### src/rtl/npu_host_master.sv
// Host-side command sequencer for the NPU block-RAM bus: single writes,
// single reads, and bounded polling of a status word until bit0 is set.
module npu_host_master #(
  parameter int unsigned RD_LAT   = 1,
  parameter int unsigned POLL_MAX = 1023
) (
  input  logic        clk,
  input  logic        rst_ni,
  input  logic        cmd_valid,
  output logic        cmd_ready,
  input  logic [1:0]  cmd_op,
  input  logic [15:0] cmd_addr,
  input  logic [31:0] cmd_data,
  output logic        rsp_valid,
  input  logic        rsp_ready,
  output logic [31:0] rsp_data,
  output logic        rsp_timeout,
  output logic        busy,
  output logic        ena,
  output logic        wea,
  output logic [15:0] addra,
  output logic [31:0] dina,
  input  logic [31:0] douta
);

  typedef enum logic [2:0] {
    IDLE, WR, RD_REQ, RD_WAIT, PL_REQ, PL_WAIT, RESP
  } state_t;

  localparam logic [2:0]  WAIT_LOAD  = 3'(RD_LAT - 1);
  localparam logic [15:0] POLL_LIMIT = 16'(POLL_MAX);

  state_t      state, state_n;
  logic [15:0] addr_q;
  logic [31:0] data_q;
  logic [2:0]  wcnt;
  logic [15:0] pcnt;
  logic [15:0] pcnt_inc;
  logic        accept;
  logic [15:0] addr_src;
  logic [31:0] data_src;

  assign busy = (state != IDLE);

  always_comb begin
    state_n  = state;
    accept   = cmd_valid && cmd_ready;
    pcnt_inc = pcnt + 16'd1;
    // Bus outputs are registered from the next state, so the accept edge
    // must take address/data straight from the command inputs.
    addr_src = (state == IDLE) ? cmd_addr : addr_q;
    data_src = (state == IDLE) ? cmd_data : data_q;
    case (state)
      IDLE: begin
        if (accept) begin
          case (cmd_op)
            2'b00:   state_n = WR;
            2'b01:   state_n = RD_REQ;
            2'b10:   state_n = PL_REQ;
            default: state_n = IDLE;
          endcase
        end
      end
      WR:      state_n = IDLE;
      RD_REQ:  state_n = RD_WAIT;
      RD_WAIT: if (wcnt == '0) state_n = RESP;
      PL_REQ:  state_n = PL_WAIT;
      PL_WAIT: begin
        if (wcnt == '0) begin
          if (douta[0] || (pcnt_inc == POLL_LIMIT)) state_n = RESP;
          else                                      state_n = PL_REQ;
        end
      end
      RESP:    if (rsp_ready) state_n = IDLE;
      default: state_n = IDLE;
    endcase
  end

  always_ff @(posedge clk or negedge rst_ni) begin
    if (!rst_ni) begin
      state       <= IDLE;
      cmd_ready   <= 1'b0;
      addr_q      <= '0;
      data_q      <= '0;
      wcnt        <= '0;
      pcnt        <= '0;
      ena         <= 1'b0;
      wea         <= 1'b0;
      addra       <= '0;
      dina        <= '0;
      rsp_valid   <= 1'b0;
      rsp_data    <= '0;
      rsp_timeout <= 1'b0;
    end else begin
      state     <= state_n;
      cmd_ready <= (state_n == IDLE);

      if (accept) begin
        addr_q <= cmd_addr;
        data_q <= cmd_data;
        pcnt   <= '0;
      end else if (state == PL_WAIT && wcnt == '0) begin
        pcnt <= pcnt_inc;
      end

      if (state == RD_REQ || state == PL_REQ) wcnt <= WAIT_LOAD;
      else if (wcnt != '0)                    wcnt <= wcnt - 3'd1;

      ena   <= (state_n == WR) || (state_n == RD_REQ) || (state_n == PL_REQ);
      wea   <= (state_n == WR);
      addra <= (state_n == WR || state_n == RD_REQ || state_n == PL_REQ) ? addr_src : '0;
      dina  <= (state_n == WR) ? data_src : '0;

      if (state != RESP && state_n == RESP) begin
        rsp_valid   <= 1'b1;
        rsp_data    <= douta;
        rsp_timeout <= (state == PL_WAIT) && !douta[0];
      end else if (state == RESP && state_n == IDLE) begin
        rsp_valid <= 1'b0;
      end
    end
  end

endmodule

### config.mk
export PLATFORM = sky130hd
export DESIGN_NAME = npu_host_master
export DESIGN_NICKNAME = d
export VERILOG_FILES = /design/src/rtl/npu_host_master.sv
export SDC_FILE = /design/constraint.sdc
export NUM_CORES = 1
export LEC_CHECK = 0
export CORE_AREA = 2 2 110 112
export DETAILED_ROUTE_END_ITERATION = 7
export DIE_AREA = 0 0 112 114
export DONT_BUFFER_PORTS = 1
export GPL_ROUTABILITY_DRIVEN = 0
export PLACE_DENSITY_LB_ADDON = 0.15
export SETUP_SLACK_MARGIN = 0.02
export SYNTH_ARGS = -nofsm -noshare
export SYNTH_HDL_FRONTEND = slang
export SYNTH_SLANG_ARGS = --single-unit
### constraint.sdc
create_clock -name clk -period 4.55 [get_ports clk]
set_input_delay 0.2275 -clock clk [delete_from_list [all_inputs] [get_ports clk]]
set_output_delay 0.2275 -clock clk [all_outputs]
set_load 0.05 [all_outputs]
# ---- After elaboration in Yosys (flattened, before gate mapping)
# Index checks and enable logic that the tools add are counted.
dict set report classes {
  n_addsub 2
  eq_ne 13
  mux 17
  n_reduce_logical 19
}
# op count
set op_table {}
lappend op_table {{2-to-1 mux 16 bit} 4}
lappend op_table {{2-to-1 mux 32 bit} 2}
lappend op_table {{2-to-1 mux 3 bit} 6}
lappend op_table {{case mux 3 bit (6 select lines)} 1}
lappend op_table {{adder 16 x 1 -> 16 bit, second input constant} 1}
lappend op_table {{equality test 16 x 10 -> 1 bit, second input constant} 1}
lappend op_table {{equality test 3 bit, second input constant} 5}
lappend op_table {{equality test 3 x 2 -> 1 bit, second input constant} 3}
lappend op_table {{logical NOT 3 bit} 3}
lappend op_table {{case mux 3 bit (3 select lines)} 1}
lappend op_table {{nonzero test 2 bit} 3}
lappend op_table {{nonzero test 3 bit} 2}
lappend op_table {{logical AND 1 bit} 5}
lappend op_table {{logical OR 1 bit} 4}
lappend op_table {{equality test 3 x 1 -> 1 bit, second input constant} 1}
lappend op_table {{!= test 3 bit, second input constant} 1}
lappend op_table {{subtractor 3 x 1 -> 3 bit, second input constant} 1}
lappend op_table {{equality test 2 x 1 -> 1 bit, second input constant} 1}
lappend op_table {{equality test 2 bit, second input constant} 1}
lappend op_table {{logical NOT 2 bit} 1}
lappend op_table {{2-to-1 mux 1 bit} 2}
lappend op_table {{2-to-1 mux 2 bit} 1}
lappend op_table {{logical NOT 1 bit} 1}
dict set report word_totals {
  ff_bits 155
  input_bits 86
  word_cells 64
}

# ---- Longest topological paths before layout
dict set report logic_depth {
  word_depth 10
  depth_mapped 11
  depth_no_buf 9
}

# ---- Worst setup path before layout
# OpenSTA, ideal clock, no wires.
dict set report synth_path {
  path_kind {register to register}
  startpoint {register pcnt[1]}
  endpoint {register rsp_data[10]}
  setup_time_ns 0.127
  arrival_ns 2.636
  slack_ns 1.786
  path_stages_with_launch 12
  n_path_buf 3
  synth_period_minus_slack_ns 2.764
  cell_sequence {dfrtp_1 ha_1 buf_2 a21oi_1 nor2_1 o22a_1 a2111oi_2 or4b_1 buf_4 nand2_4 buf_6 mux2_1}
}
dict set report synth_via {
  elab_chain_cells 8
}
# element line
set synth_lines {}
lappend synth_lines {{start, declared} 37} ;# logic [15:0] pcnt;
lappend synth_lines {{start signal, assigned} 103} ;# pcnt <= pcnt_inc;
lappend synth_lines {{adder 16 x 1 -> 16 bit} 48} ;# pcnt_inc = pcnt + 16'd1;
lappend synth_lines {{equality test 16 x 10 -> 1 bit} 70} ;# if (douta[0] || (pcnt_inc == POLL_LIMIT)) state_n = RESP;
lappend synth_lines {{logical OR 1 bit} 70}
lappend synth_lines {{2-to-1 mux 2 bit} 70}
lappend synth_lines {{2-to-1 mux 3 bit} 69} ;# if (wcnt == '0) begin
lappend synth_lines {{case mux 3 bit (6 select lines)} 53} ;# case (state)
lappend synth_lines {{equality test 3 bit} 114} ;# if (state != RESP && state_n == RESP) begin
lappend synth_lines {{logical AND 1 bit} 114}
lappend synth_lines {{end signal, assigned} 116} ;# rsp_data <= douta;
lappend synth_lines {{end, declared} 16} ;# output logic [31:0] rsp_data,
# Every way passes these cells.
# A chain may end at the register's enable or synchronous reset.

# ---- Final worst setup path
dict set report layout_path {
  startpoint {register pcnt[0]}
  endpoint {register rsp_data[21]}
}
# Same word-level chain as after synthesis.

==> impl_metrics.tcl <==
set metrics [dict create \
    result_of_the_run "finished, final reports clean" \
    finish.net_count 596 \
    floorplan.rows 40 \
    p_clk_share_pct 28.2 \
    synth_area_per_cell_sq_um 12.1 \
    timing_hold_violations_final 0 \
    grt_max_degree 124 \
    switch_pwr_uw 2070 \
    synth_enable_flop_cells 0 \
    die-width_microns 112 \
    worst-endpoint-arrival_ns 3.54 \
    setup.worst_path.class "reg2reg" \
    dpl_worst_slack_ns 1.31 \
    clkTransAtPathRegs_ns 0.06 \
    fraction_of_synthesis_flops_using_an_asynchronous_set_or_reset_pin_pct 100 \
    netlist_area_before_placement_sq_mm 0.00521 \
    post-route-drc-count 0 \
    globalRouteOverflowTotal 0 \
    die-area_sq_mm 0.0128 \
    first_pass_iters 4 \
    synth.cells.most_frequent "sky130_fd_sc_hd__dfrtp_1 (123), sky130_fd_sc_hd__nand2_1 (47), sky130_fd_sc_hd__and4_1 (32), sky130_fd_sc_hd__mux2_1 (29), sky130_fd_sc_hd__nor2_1 (28)" \
    int_power_uw 2620 \
    syn2layout_area_growth_pct 28.9 \
    clkSinkCount 123 \
    postSynthCellCount 430 \
    worst_ir_drop_vdd_v 0.000596 \
    final.setup.worst_slack_ns 1.30 \
    synth.area.top_cells "sky130_fd_sc_hd__dfrtp_1 (59%), sky130_fd_sc_hd__mux2_1 (6.3%), sky130_fd_sc_hd__and4_1 (5.4%)" \
    power_density_mw_per_mm2 698 \
    synth.ff_latch_count 123 \
    skew_ns 0.00758 \
    worst_path_dominant_cell_family "simple AND/OR/NAND/NOR gates" \
    grt_setup_unrepaired "no" \
    via_count_of_the_routed_design 3558 \
    timing.hold.ws_ns 0.0981 \
    sequentialPowerShare_pct 53.2 \
    first_global_vias 3629 \
    cp_num_buf_inv 0 \
    clock_tree.root_cell "sky130_fd_sc_hd__clkbuf_16" \
    vertical_die_dimension_microns 114 \
    place.port_buffers 0 \
    yosys_most_used_dff "sky130_fd_sc_hd__dfrtp_1" \
    slowest_cell_on_crit_path "sky130_fd_sc_hd__or4b_1" \
    drive_above_1_share_pct 13.3 \
    synth_top_area_cell "sky130_fd_sc_hd__dfrtp_1" \
    power_leakage_uw 0.00297 \
    antenna_violations_before_repair 0 \
    grt_usage_pct 19.6 \
    antenna_left 0 \
    syn_nets 520 \
    floorplan.core_area_sq_mm 0.0117 \
    synth_top_cell_area_share_pct 59.1 \
    worst_slew_pin_slew_ns 0.912 \
    slew_headroom_pct 38.8 \
    wire_per_inst_microns 18.3 \
    cap_violations 0 \
    detail_route.wirelength_microns 12200 \
    drv_slew 0 \
    dp_hpwl_microns 7300 \
    report.final.setup_viol 0 \
    avgViaCountPerCell 5.35 \
    min_period_over_period_pct 71.4 \
    power_uw 4690 \
    initial_util_pct 44.5 \
    grt_pass1_wl_microns 19400 \
    period_needed_ns 3.25 \
    crit_path_max_incr_delay_ns 0.70 \
    crit_path_cell_trace "ha_1, nand4_1, nor4_1, a31oi_1, or4b_1, nand2_4, mux2_2" \
    net_switching_fraction_of_the_power_pct 44.1 \
    worstPathRequired_ns 4.85 \
    regToRegSetupSlack_ns 1.30 \
    fill_cells 960 \
    worst_setup_path_start_kind "flop" \
    synth_most_common_cell "sky130_fd_sc_hd__dfrtp_1" \
    synth.yosys.seq_area_share_pct 59.1 \
    netlist-cell-type-count 55 \
    final_core_utilization_pct 57.3 \
    cts.repair_timing.setup_buffer_count 0 \
    yosys_warnings 0 \
    worstSetupEndpointType "flop" \
    clockBufferDepth 2 \
    n_antenna_cell 0 \
    final.setup.tns_ns 0 \
    worstHoldPathType "in2reg" \
    drt_first_iter_violations 300 \
    tritoncts "yes" \
    cts-buffers-inserted 17 \
    crit_fanout 32 \
    clock_insertion_delay_worst_skew_ns 0.41 \
    io-pin-count 172 \
    htree_levels 4 \
    max_clock_freq_mhz 308 \
    share_comb_of_total_power_pct 18.6 \
]
==> per-stage QoR <==
step | cell area, sq um | std cells
6_report | 6710 | 665
5_1_grt | 6710 | 665
4_1_cts | 6710 | 665
3_5_place_dp | 5270 | 550
3_3_place_gp | 5270 | 550
2_1_floorplan | 5210 | 430
==> layer usage <==
metal	routed length, microns	up-vias	GRT usage [%]	share of wire (%)
li1	-	1672	-	-
met1	5030	1738	24.4	41
met2	6030	128	31.4	49
met3	865	20	6.54	7.1
met4	266	0	9.02	2.2
met5	0	-	0	0
==> layout by cell type (no fill, tap or decap), drive strengths merged, types with 8 or more instances in the layout <==
master / instances
nand2: 49
clkbuf: 22
xnor2: 8
mux2: 47
inv: 12
dlygate4sd3: 83
xor2: 8
and4: 32
a21oi: 25
dfrtp: 123
nor2: 28
==> worst paths after layout <==
check	from	to	cells after the start
setup reg to reg	pcnt[0]	rsp_data[21]	7
setup / recovery	pcnt[0]	rsp_data[21]	7
max in group asynchronous	rst_ni	state[2]	2
hold / removal	cmd_op[1]	state[0]	2
hold reg to reg	addr_q[1]	addr_q[1]	1
min in group asynchronous	rst_ni	rsp_data[12]	2
==> power by group through the flow <==
stage | clock network (uW) | logic [uW] | registers (uW)
final | 1320 | 869 | 2500
after global routing | 1390 | 972 | 2530
after CTS | 1350 | 874 | 2490
after detailed placement | 0 | 789 | 2510
after global placement | 0 | 760 | 2510
after floorplan | 0 | 705 | 2420
==> flip-flops by register name (all words and copies together) (netlist names) <==
signal,count
wcnt,3
rsp_valid,1
addra,16
dina,32
ena,1
wea,1
rsp_data,32
cmd_ready,1
rsp_timeout,1
state,3
pcnt,16
addr_q,16
==> cell type report <==
type                       count  area [sq um]  area share, %
inverter                      12          45.0          0.671
clock buffer                  22           474           7.06
tap                          147           184           2.74
sequential                   123          3080           45.9
clock inverter                 9           113           1.68
timing repair buffer          87           881           13.1
multi-input combinational    265          1940           28.9
==> kinds of logic (layout without fill, tap and decap cells) <==
logic type / Yosys count / in the layout / share of synthesized area [%]
xor gates and xnor gates: 16 / 16 / 2.69
DFF: 123 / 123 / 59.1
buffers and inverters: 42 / 130 / 3.80
adders and majority gates: 4 / 4 / 0.961
muxes: 48 / 48 / 10.4
AOI/OAI and AO/OA: 51 / 51 / 7.18
and+or+nand+nor: 146 / 146 / 15.9
==> repair_timing <==
item / 4_1_cts / 5_1_grt
hold buffers: 84 / 0
gates resized for setup: 0 / 0
setup endpoints to repair: 0 / 0
endpoints found under the hold margin: 220 / 0
==> worst reg2reg max path, cell delays in order, from the launching register on <==
cell and delay (ns):
sky130_fd_sc_hd__dfrtp_1 0.49, sky130_fd_sc_hd__ha_1 0.35, sky130_fd_sc_hd__nand4_1 0.22, sky130_fd_sc_hd__nor4_1 0.42, sky130_fd_sc_hd__a31oi_1 0.13, sky130_fd_sc_hd__or4b_1 0.70, sky130_fd_sc_hd__nand2_4 0.42, sky130_fd_sc_hd__mux2_2 0.41
Note: power is estimated with default switching activity, not from simulation.
